==> src/rtl/enigma_rotor_stack_pkg.sv <==
// Shared definitions for the Enigma rotor stack: letter width, rotor and
// reflector wiring tables, turnover letters, FSM state type and the mod-26
// helpers used by both the rotor map and the top-level stepping logic.
package enigma_rotor_stack_pkg;

  localparam int LETTER_W = 5;
  localparam int ALPHABET = 26;

  typedef logic [LETTER_W-1:0] letter_t;
  typedef logic [0:ALPHABET-1][LETTER_W-1:0] table_t;

  typedef enum logic [1:0] {
    WIRE_I   = 2'b00,
    WIRE_II  = 2'b01,
    WIRE_III = 2'b10,
    WIRE_ID  = 2'b11
  } wiring_e;

  typedef enum logic [2:0] {
    S_IDLE, S_STEP, S_FWD, S_REFL, S_BWD, S_DONE
  } state_e;

  // Rotor I: EKMFLGDQVZNTOWYHXUSPAIBRCJ
  localparam table_t ROTOR_I_FWD = '{
    5'd4, 5'd10, 5'd12, 5'd5, 5'd11, 5'd6, 5'd3, 5'd16, 5'd21, 5'd25, 5'd13, 5'd19, 5'd14,
    5'd22, 5'd24, 5'd7, 5'd23, 5'd20, 5'd18, 5'd15, 5'd0, 5'd8, 5'd1, 5'd17, 5'd2, 5'd9};
  // Rotor II: AJDKSIRUXBLHWTMCQGZNPYFVOE
  localparam table_t ROTOR_II_FWD = '{
    5'd0, 5'd9, 5'd3, 5'd10, 5'd18, 5'd8, 5'd17, 5'd20, 5'd23, 5'd1, 5'd11, 5'd7, 5'd22,
    5'd19, 5'd12, 5'd2, 5'd16, 5'd6, 5'd25, 5'd13, 5'd15, 5'd24, 5'd5, 5'd21, 5'd14, 5'd4};
  // Rotor III: BDFHJLCPRTXVZNYEIWGAKMUSQO
  localparam table_t ROTOR_III_FWD = '{
    5'd1, 5'd3, 5'd5, 5'd7, 5'd9, 5'd11, 5'd2, 5'd15, 5'd17, 5'd19, 5'd23, 5'd21, 5'd25,
    5'd13, 5'd24, 5'd4, 5'd8, 5'd22, 5'd6, 5'd0, 5'd10, 5'd12, 5'd20, 5'd18, 5'd16, 5'd14};
  // UKW-B: YRUHQSLDPXNGOKMIEBFZCWVJAT
  localparam table_t UKW_B = '{
    5'd24, 5'd17, 5'd20, 5'd7, 5'd16, 5'd18, 5'd11, 5'd3, 5'd15, 5'd23, 5'd13, 5'd6, 5'd14,
    5'd10, 5'd12, 5'd8, 5'd4, 5'd1, 5'd5, 5'd25, 5'd2, 5'd22, 5'd21, 5'd9, 5'd0, 5'd19};
  // UKW-C: FVPJIAOYEDRZXWGCTKUQSBNMHL
  localparam table_t UKW_C = '{
    5'd5, 5'd21, 5'd15, 5'd9, 5'd8, 5'd0, 5'd14, 5'd24, 5'd4, 5'd3, 5'd17, 5'd25, 5'd23,
    5'd22, 5'd6, 5'd2, 5'd19, 5'd10, 5'd20, 5'd16, 5'd18, 5'd1, 5'd13, 5'd12, 5'd7, 5'd11};

  // Turnover letters: I=Q, II=E, III=V
  localparam letter_t TURN_I   = 5'd16;
  localparam letter_t TURN_II  = 5'd4;
  localparam letter_t TURN_III = 5'd21;

  // Builds the inverse permutation at elaboration time so the reverse path
  // tables can never drift out of sync with the forward ones.
  function automatic table_t invert(table_t t);
    table_t r;
    r = '0;
    for (int k = 0; k < ALPHABET; k++) r[t[k]] = letter_t'(k);
    return r;
  endfunction

  localparam table_t ROTOR_I_INV   = invert(ROTOR_I_FWD);
  localparam table_t ROTOR_II_INV  = invert(ROTOR_II_FWD);
  localparam table_t ROTOR_III_INV = invert(ROTOR_III_FWD);

  // Operands are always 0..25, so one conditional correction suffices.
  function automatic letter_t add26(letter_t a, letter_t b);
    logic [LETTER_W:0] s;
    s = {1'b0, a} + {1'b0, b};
    if (s >= (LETTER_W+1)'(ALPHABET)) s = s - (LETTER_W+1)'(ALPHABET);
    return s[LETTER_W-1:0];
  endfunction

  function automatic letter_t sub26(letter_t a, letter_t b);
    logic [LETTER_W:0] s;
    if (a >= b) s = {1'b0, a} - {1'b0, b};
    else        s = {1'b0, a} + (LETTER_W+1)'(ALPHABET) - {1'b0, b};
    return s[LETTER_W-1:0];
  endfunction

  function automatic logic is_notch(wiring_e w, letter_t p);
    case (w)
      WIRE_I:   return p == TURN_I;
      WIRE_II:  return p == TURN_II;
      WIRE_III: return p == TURN_III;
      default:  return 1'b0;
    endcase
  endfunction

  // Reset wiring of rotor index n is n mod 3 (n <= 7, so two subtractions at most).
  function automatic wiring_e default_wiring(int unsigned n);
    int unsigned r;
    r = n;
    for (int k = 0; k < 3; k++) if (r >= 3) r = r - 3;
    return wiring_e'(r[1:0]);
  endfunction

endpackage

==> src/rtl/enigma_rotor_stack_if.sv <==
// Letter handshake between the keyboard decoder (master) and the rotor core
// (slave).
//  in_valid/in_ready/in_letter : plaintext letter handshake
//  out_valid/out_letter/out_err: one-cycle result pulse, no backpressure
interface enigma_rotor_stack_if;
  import enigma_rotor_stack_pkg::*;

  logic    in_valid;
  logic    in_ready;
  letter_t in_letter;
  logic    out_valid;
  letter_t out_letter;
  logic    out_err;

  modport master (
    output in_valid, in_letter,
    input  in_ready, out_valid, out_letter, out_err
  );

  modport slave (
    input  in_valid, in_letter,
    output in_ready, out_valid, out_letter, out_err
  );
endinterface

==> src/rtl/enigma_rotor_stack_rotor_map.sv <==
// Combinational single-rotor substitution, shared by every rotor in both
// directions.
//  c_in    : letter entering the rotor
//  pos     : rotor position, ring : ring setting
//  wiring  : rotor type (identity passes the contact through unchanged)
//  dir_bwd : 0 = forward (right to left), 1 = return path (inverse wiring)
//  c_out   : letter leaving the rotor
module enigma_rotor_map
  import enigma_rotor_stack_pkg::*;
(
  input  letter_t c_in,
  input  letter_t pos,
  input  letter_t ring,
  input  wiring_e wiring,
  input  logic    dir_bwd,
  output letter_t c_out
);

  letter_t off;
  letter_t idx;
  letter_t wired;
  table_t  tbl;

  always_comb begin
    off = sub26(pos, ring);
    idx = add26(c_in, off);
    case (wiring)
      WIRE_I:   tbl = dir_bwd ? ROTOR_I_INV   : ROTOR_I_FWD;
      WIRE_II:  tbl = dir_bwd ? ROTOR_II_INV  : ROTOR_II_FWD;
      WIRE_III: tbl = dir_bwd ? ROTOR_III_INV : ROTOR_III_FWD;
      default:  tbl = '0;
    endcase
    wired = (wiring == WIRE_ID) ? idx : tbl[idx];
    c_out = sub26(wired, off);
  end

endmodule

==> src/rtl/enigma_rotor_stack.sv <==
// N-rotor Enigma core. Each accepted letter steps the rotors, then walks one
// rotor per clock through the forward path, the reflector and the return path.
//  clk, reset         : clock, synchronous active-high reset
//  cfg_load           : load cfg_wiring/cfg_ring/cfg_pos (honoured in IDLE only)
//  cfg_wiring/ring/pos: per-rotor configuration, rotor i at slice i
//  bus                : letter handshake (slave side)
//  pos_out            : current rotor positions, rotor i at slice i
//  busy               : a letter is in flight
module enigma_rotor_stack
  import enigma_rotor_stack_pkg::*;
#(
  parameter int NUM_ROTORS = 3,
  parameter int REFLECTOR  = 0
) (
  input  logic                          clk,
  input  logic                          reset,
  input  logic                          cfg_load,
  input  logic [2*NUM_ROTORS-1:0]       cfg_wiring,
  input  logic [5*NUM_ROTORS-1:0]       cfg_ring,
  input  logic [5*NUM_ROTORS-1:0]       cfg_pos,
  enigma_rotor_stack_if.slave           bus,
  output logic [5*NUM_ROTORS-1:0]       pos_out,
  output logic                          busy
);

  localparam int IDX_W = $clog2((NUM_ROTORS > 1) ? NUM_ROTORS : 2);
  localparam logic [IDX_W-1:0] LAST_IDX = IDX_W'(NUM_ROTORS - 1);
  localparam table_t UKW = (REFLECTOR == 0) ? UKW_B : UKW_C;

  state_e           state_q, state_d;
  logic [IDX_W-1:0] idx_q, idx_d;
  letter_t          letter_q, letter_d;
  letter_t          out_letter_q, out_letter_d;
  logic             out_err_q, out_err_d;
  letter_t          pos_q [NUM_ROTORS];
  letter_t          pos_d [NUM_ROTORS];
  letter_t          ring_q [NUM_ROTORS];
  letter_t          ring_d [NUM_ROTORS];
  wiring_e          wiring_q [NUM_ROTORS];
  wiring_e          wiring_d [NUM_ROTORS];

  logic [NUM_ROTORS-1:0] notch;
  logic [NUM_ROTORS:0]   carry;
  letter_t               map_out;

  enigma_rotor_map u_map (
    .c_in    (letter_q),
    .pos     (pos_q[idx_q]),
    .ring    (ring_q[idx_q]),
    .wiring  (wiring_q[idx_q]),
    .dir_bwd (state_q == S_BWD),
    .c_out   (map_out)
  );

  always_comb begin
    state_d      = state_q;
    idx_d        = idx_q;
    letter_d     = letter_q;
    out_letter_d = out_letter_q;
    out_err_d    = out_err_q;
    for (int i = 0; i < NUM_ROTORS; i++) begin
      pos_d[i]    = pos_q[i];
      ring_d[i]   = ring_q[i];
      wiring_d[i] = wiring_q[i];
      notch[i]    = is_notch(wiring_q[i], pos_q[i]);
    end
    // carry[i] = "rotor to the right is at its notch"; rotor 0 always steps.
    carry = {notch, 1'b1};

    case (state_q)
      S_IDLE: begin
        if (cfg_load) begin
          for (int i = 0; i < NUM_ROTORS; i++) begin
            wiring_d[i] = wiring_e'(cfg_wiring[2*i +: 2]);
            ring_d[i]   = cfg_ring[5*i +: 5];
            pos_d[i]    = cfg_pos[5*i +: 5];
          end
        end else if (bus.in_valid) begin
          if (bus.in_letter > letter_t'(ALPHABET - 1)) begin
            out_letter_d = bus.in_letter;
            out_err_d    = 1'b1;
            state_d      = S_DONE;
          end else begin
            letter_d = bus.in_letter;
            state_d  = S_STEP;
          end
        end
      end
      S_STEP: begin
        // Second term is the double-step: a middle rotor at its own notch advances again.
        for (int i = 0; i < NUM_ROTORS; i++) begin
          if (carry[i] || ((i < NUM_ROTORS - 1) && notch[i]))
            pos_d[i] = add26(pos_q[i], letter_t'(1));
        end
        idx_d   = '0;
        state_d = S_FWD;
      end
      S_FWD: begin
        letter_d = map_out;
        if (idx_q == LAST_IDX) state_d = S_REFL;
        else                   idx_d   = idx_q + 1'b1;
      end
      S_REFL: begin
        letter_d = UKW[letter_q];
        idx_d    = LAST_IDX;
        state_d  = S_BWD;
      end
      S_BWD: begin
        letter_d = map_out;
        if (idx_q == '0) begin
          out_letter_d = map_out;
          out_err_d    = 1'b0;
          state_d      = S_DONE;
        end else begin
          idx_d = idx_q - 1'b1;
        end
      end
      S_DONE:  state_d = S_IDLE;
      default: state_d = S_IDLE;
    endcase
  end

  always_ff @(posedge clk) begin
    if (reset) begin
      state_q      <= S_IDLE;
      idx_q        <= '0;
      out_letter_q <= '0;
      out_err_q    <= 1'b0;
      for (int i = 0; i < NUM_ROTORS; i++) begin
        pos_q[i]    <= '0;
        ring_q[i]   <= '0;
        wiring_q[i] <= default_wiring(NUM_ROTORS - 1 - i);
      end
    end else begin
      state_q      <= state_d;
      idx_q        <= idx_d;
      out_letter_q <= out_letter_d;
      out_err_q    <= out_err_d;
      for (int i = 0; i < NUM_ROTORS; i++) begin
        pos_q[i]    <= pos_d[i];
        ring_q[i]   <= ring_d[i];
        wiring_q[i] <= wiring_d[i];
      end
    end
  end

  // Working letter carries no reset: it is always written before being used.
  always_ff @(posedge clk) begin
    letter_q <= letter_d;
  end

  always_comb begin
    for (int i = 0; i < NUM_ROTORS; i++) pos_out[5*i +: 5] = pos_q[i];
  end

  assign bus.in_ready   = (state_q == S_IDLE) && !cfg_load;
  assign bus.out_valid  = (state_q == S_DONE);
  assign bus.out_letter = out_letter_q;
  assign bus.out_err    = out_err_q;
  assign busy           = (state_q != S_IDLE);

endmodule

==> src/flat_wrapper.sv <==
// flat-port wrapper written by rule: the top's interface ports become plain ports
module enigma_rotor_stack_flat import enigma_rotor_stack_pkg::*;
#(
  parameter int NUM_ROTORS = 3,
  parameter int REFLECTOR  = 0
)
  (clk, reset, cfg_load, cfg_wiring, cfg_ring, cfg_pos, pos_out, busy, bus_in_valid, bus_in_letter, bus_in_ready, bus_out_valid, bus_out_letter, bus_out_err);
  enigma_rotor_stack_if bus_i ();
  input  logic clk;
  input  logic reset;
  input  logic cfg_load;
  input  logic [2*NUM_ROTORS-1:0] cfg_wiring;
  input  logic [5*NUM_ROTORS-1:0] cfg_ring;
  input  logic [5*NUM_ROTORS-1:0] cfg_pos;
  output logic [5*NUM_ROTORS-1:0] pos_out;
  output logic busy;
  input wire logic [$bits(bus_i.in_valid)-1:0] bus_in_valid;
  input wire logic [$bits(bus_i.in_letter)-1:0] bus_in_letter;
  output wire logic [$bits(bus_i.in_ready)-1:0] bus_in_ready;
  output wire logic [$bits(bus_i.out_valid)-1:0] bus_out_valid;
  output wire logic [$bits(bus_i.out_letter)-1:0] bus_out_letter;
  output wire logic [$bits(bus_i.out_err)-1:0] bus_out_err;
  assign bus_i.in_valid = bus_in_valid;
  assign bus_i.in_letter = bus_in_letter;
  assign bus_in_ready = bus_i.in_ready;
  assign bus_out_valid = bus_i.out_valid;
  assign bus_out_letter = bus_i.out_letter;
  assign bus_out_err = bus_i.out_err;
  enigma_rotor_stack #(.NUM_ROTORS(NUM_ROTORS), .REFLECTOR(REFLECTOR)) u_core (.clk(clk), .reset(reset), .cfg_load(cfg_load), .cfg_wiring(cfg_wiring), .cfg_ring(cfg_ring), .cfg_pos(cfg_pos), .bus(bus_i), .pos_out(pos_out), .busy(busy));
endmodule
==> config.mk <==
export PLATFORM = sky130hd
export DESIGN_NAME = enigma_rotor_stack_flat
export DESIGN_NICKNAME = d
export VERILOG_FILES = /design/src/rtl/enigma_rotor_stack_pkg.sv /design/src/rtl/enigma_rotor_stack_if.sv /design/src/rtl/enigma_rotor_stack_rotor_map.sv /design/src/rtl/enigma_rotor_stack.sv /design/src/flat_wrapper.sv
export SDC_FILE = /design/constraint.sdc
export NUM_CORES = 1
export LEC_CHECK = 0
export BUFFER_PORTS_ARGS = -buffer_cell sky130_fd_sc_hd__buf_2
export CAP_MARGIN = 10
export CORE_MARGIN = 2
export CORE_UTILIZATION = 37
export CTS_BUF_LIST = sky130_fd_sc_hd__clkbuf_4 sky130_fd_sc_hd__clkbuf_8 sky130_fd_sc_hd__clkbuf_16
export CTS_CLUSTER_SIZE = 14
export DETAILED_ROUTE_END_ITERATION = 6
export SLEW_MARGIN = 0
export SYNTH_ARGS = -nofsm -noshare
export SYNTH_HDL_FRONTEND = slang
export SYNTH_SLANG_ARGS = --single-unit
==> constraint.sdc <==
create_clock -name clk -period 12.11 [get_ports clk]
set_input_delay 0 -clock clk [delete_from_list [all_inputs] [get_ports clk]]
set_output_delay 0 -clock clk [all_outputs]
set_load 0.03 [all_outputs]
Word level (Yosys, flattened, before mapping) --
Memories as Yosys holds them, arrays and structs flattened. A register that Yosys moved wholly into a read port is not among the register bits. Cells that the tools add are included. Widths: inputs -> output; s select.
Word-level totals: bits in registers 16, RAM bits 36, ROM bits 160, output and inout bits 24, word-level logic and storage cells 159, memories 4
Operators by class: add/sub/neg operators 16, magnitude comparators 9, eq/ne operators 29, multiplexer cells 67, bitwise operators 11, reduce and logical (&&, ||, !) cells 18
Memory list:
- (no name shown) | words 32, bits a word 5, read ports 1, clocked after memory_dff 0, wr ports 0, line enigma_rotor_stack.sv:104 | letter_d = UKW[letter_q];
- u_core.pos_q | words 3, bits a word 5, read ports 4, clocked after memory_dff 1, wr ports 3, line enigma_rotor_stack.sv:35 | letter_t pos_q [NUM_ROTORS];
- u_core.ring_q | words 3, bits a word 5, read ports 1, clocked after memory_dff 1, wr ports 3, line enigma_rotor_stack.sv:37 | letter_t ring_q [NUM_ROTORS];
- u_core.wiring_q | words 3, bits a word 2, read ports 3, clocked after memory_dff 1, wr ports 3, line enigma_rotor_stack.sv:39 | wiring_e wiring_q [NUM_ROTORS];
Operator list (count):
- $pmux 130 s3 | 1
- $mux 130 | 2
- $mux 5 | 26
- $mux 119 | 1
- $mux 15 | 3
- $pmux 15 s2 | 1
- $bmux 5 s5 | 1
- $ge 6x5->1 const B | 4
- $mux 2 | 11
- $eq 5x5->1 const B | 4
- $sub 5x5->5 | 4
- $sub 5x5->5 const B | 4
- $add 5x1->6 const B | 3
- $mux 3 | 5
- $pmux 3 s5 | 1
- $pmux 5 s3 | 1
- $ge 6x6->1 const B | 2
- $mux 6 | 2
- $ne 2x2->1 const B | 6
- $not 5->6 | 2
- $add 5x5->5 const B | 2
- $eq 2x2->1 const B | 5
- $eq 5x3->1 const B | 2
- $ge 5x5->1 | 2
- other kinds (28) | 55

Logic depth before layout (Yosys ltp) --
depth after elaboration 16, mapped depth 38, mapped depth without buffers 33

Hierarchy --
A second synthesis with hierarchy kept.
Second synthesis, totals: cells, all modules 912, area total of the unflattened synthesis 6895.4 um^2
By module, submodules not included:
- enigma_rotor_stack | instances 1, cells an instance 482, area an instance 4005.1 um^2
- enigma_rotor_map | instances 1, cells an instance 430, area an instance 2890.3 um^2

Least setup slack after synthesis --
Ideal clock, no wire load.
path type register -> register, start point register with a tool-made name, end point register u_core.letter_q[4] (data pin), arrival 6.738 ns, path slack 5.108 ns, cell stages (with the launch flop) 33, period minus slack after synthesis 7.002 ns, cells stage by stage dfxtp_1 buf_1 mux2i_1 o21a_1 inv_1 ha_1 a21oi_1 o21ai_0 a31oi_1 nor2_1 o21ai_0 nand2b_1 xor2_1 inv_1 fa_1 xor2_1 nand2_1 and3_1 buf_6 a31oi_1 xnor2_1 mux2i_1 a211oi_1 or3_1 a32o_1 ha_1 ha_1 a21o_1 a21oi_1 xnor2_1 o21ai_0 xor2_1 o21ai_0
RTL lines:
- end signal: assignment | line enigma_rotor_stack.sv:149 | letter_q <= letter_d;
- end: declaration | line enigma_rotor_stack.sv:32 | letter_t letter_q, letter_d;

==> flow_summary.toml <==
[run_status]
result_of_the_run = "finished clean"

[worst_setup_path]
crit_path_max_incr_delay_ps = 920
end_kind = "flip-flop"
cp_max_fo = 33
timing.rr.end = "u_core.letter_q[4]"
critPathArrivalTime_ps = 8320
critical_path_class = "reg2reg"
required_time_at_the_worst_slack_endpoint_ps = 12170
regToRegSetupSlack_ps = 3850
cpMaxStageDelayCell = "or2_1"
worst_path_most_repeated_cell = "o21ai_0"
r2r_cells = 31
setup.worst_path.start_class = "flip-flop"

[finish]
syn2layout_area_growth_pct = 12.3
post_route_cells_drive_above_1_share = 0.123
layout.nets = 993
fillCellCount = 1796
final_area_um2 = 7270
diode_count = 0

[drt]
routed_wirelength_um = 18400
dr.pass1.iters = 7
post_drt_wl_per_cell_um = 16.5
vias = 6397
route.antenna.remaining_nets = 0
via_per_inst = 5.75
drc = 0
drtIter0Drc = 506

[yosys]
netlist-cell-type-count = 73
mappedNetlistNets = 948
synth_seq_cells = 54
yosys_warnings = 0
ys.flop_type = "dfxtp_1"
synth_cells = 842
post_synth_instance_area_um2 = 6470
largest_cells_by_area_after_synthesis = "edfxtp_1, ha_1, dfxtp_1"
netlist.top_cell.by_area = "edfxtp_1"
post-synth-top-area-fraction = 0.121
synth_seq_area_share = 0.207
proportion_of_synthesized_flip_flops_having_asynchronous_set_or_reset = 0
synth-edff-count = 26
syn_area_per_cell_um2 = 7.68

[die]
die-height_um = 136
floorplan.io_pins = 69
core.rowCount = 48
floorplan.die_area_um2 = 18600
initial_core_util = 0.377
floorplan.die.width_um = 136
design.core.area_um2 = 17200

[placement]
io_buffers = 68
hpwlAfterDp_um = 13300
pre_cts_slack_ps = 3920
finalWeightedCongestion = 0.917
placement.cell_area_um2 = 6870

[clock_tree]
clockRootBuffer = "clkbuf_16"
tritoncts_num_sinks = 54
clock_latency_ps = 310
tritoncts.num_buffers = 5
clock_tree_from_tritoncts = "built"
maximum_count_of_clock_buffers_along_a_single_path = 2
cts_resized = 0
htree_levels = 2
cts.clk_slew.worst_paths_ps = 80

[timing]
final-setup-viol-count = 0
finalMaxSlewViolations = 0
final_hold_viol_count = 0
rsz0062_at_grt = "false"
timing.final.ws_setup_ps = 3850
post-route-period-util = 0.682
worst_slew_pin_slew_ps = 1130
final_period_minus_worst_setup_slack_ps = 8260
max_clock_freq_mhz = 121
timing.clock.skew_ps = 10.4
fin_setup_tns_ps = 0
hold_slack_ps = 20.5
worst_slew_margin_rel = 0.243

[global_routing]
global_route_wire_length_before_repair_um = 29900
grt_overflow_total = 0
largest_net_degree_at_the_start_of_global_routing = 62
global_route.usage.total = 0.202
antenna_found_initial = 0
grt_pass1_vias = 5838

[run]
cap_viol_max_count = 0

[worst_hold_path]
min_delay_endpoint = "u_core.pos_q[0][1]"
holdCritStartpoint = "cfg_pos[1]"
hold_path_class = "in2reg"
hold-path-cell-count = 3
Yosys cell counts (10+ instances only):
cell / count
nor2_1: 92
nand2_1: 80
o21ai_0: 57
ha_1: 54
a21oi_1: 50
clkbuf_1: 47
inv_1: 43
mux2i_1: 30
dfxtp_1: 28
edfxtp_1: 26
xnor2_1: 24
and2_1: 22
a211oi_1: 21
nor3_1: 20
nor2b_1: 17
o211ai_1: 17
nand3_1: 15
nand2b_1: 12
o21a_1: 12
xor2_1: 12
a31oi_1: 10
final cells by class:
type | count | area, µm² | area share
Clock buffer | 5 | 125 | 0.0172
Timing Repair Buffer | 101 | 651 | 0.0895
Multi-Input combinational cell | 682 | 4690 | 0.645
Inverter | 43 | 161 | 0.0222
Sequential cell | 54 | 1340 | 0.185
Tap cell | 225 | 282 | 0.0387
Clock inverter | 3 | 20.0 | 0.00275
timing repair:
item | CTS | global route
endpoints found under the hold margin | 25 | 0
buffers inserted | 0 | 0
hold buffers | 25 | 0
placed cells by master, fill, tap and decap left out, drive strengths merged, types with 20 or more instances in the layout:
cell type    instances
nor3                20
xnor2               24
mux2i               30
o21ai               59
a211oi              22
dfxtp               28
and2                22
ha                  54
edfxtp              26
nand2               80
nor2                93
buf                 76
a21oi               50
inv                 44
dlygate4sd3         25
how the worst max path moves through the flow:
stage | start | to | slack, ps | cells after the start
after floorplan | flip-flop | u_core.letter_q[4] | 5110 | 32
after global placement | flip-flop | u_core.letter_q[4] | 4060 | 31
after detailed placement | flip-flop | u_core.letter_q[4] | 3920 | 31
after CTS | flip-flop | u_core.letter_q[4] | 3880 | 31
after global routing | flip-flop | u_core.letter_q[4] | 3000 | 31
final | flip-flop | u_core.letter_q[4] | 3850 | 31
per-stage QoR:
stage	instances	util
after floorplan	842	-
after global placement	1080	0.400
after detailed placement	1080	0.400
after CTS	1113	0.423
after global routing	1113	0.423
final	1113	0.423
kinds of logic after synthesis:
kind of cell	share of synthesized area
simple gates	0.212
compound gates	0.259
xor+xnor	0.0547
buf+inv	0.0685
mux	0.0725
fa+ha+maj	0.126
flops	0.207
routing by layer:
layer | routed length (µm) | vias up | track usage
li1 | - | 3131 | -
met2 | 8270 | 287 | 0.324
met1 | 8150 | 2928 | 0.269
met5 | 0 | - | 0
met3 | 1300 | 51 | 0.0321
met4 | 692 | 0 | 0.0845
worst max-delay path, delay by kind of cell (launching register included):
| family | cells | cell delay [ps] |
|---|---|---|
| buffers and inverters | 2 | 210 |
| xor gates and xnor gates | 3 | 910 |
| muxes | 1 | 270 |
| and+or+nand+nor | 7 | 1770 |
| DFF | 1 | 760 |
| AOI/OAI and AO/OA | 15 | 3030 |
| adders and majority gates | 3 | 1070 |
sequential cells by signal, indices dropped and copies added (netlist names), named ones only:
signal,flops
u_core.pos_q,15
u_core.ring_q,15
u_core.wiring_q,6
u_core.bus.out_letter,5
u_core.letter_q,5
u_core.state_q,3
u_core.idx_q,2
u_core.bus.out_err,1
Power is not shown: default switching activity piles up to over one toggle a cycle in this logic, so the estimate is an artifact.
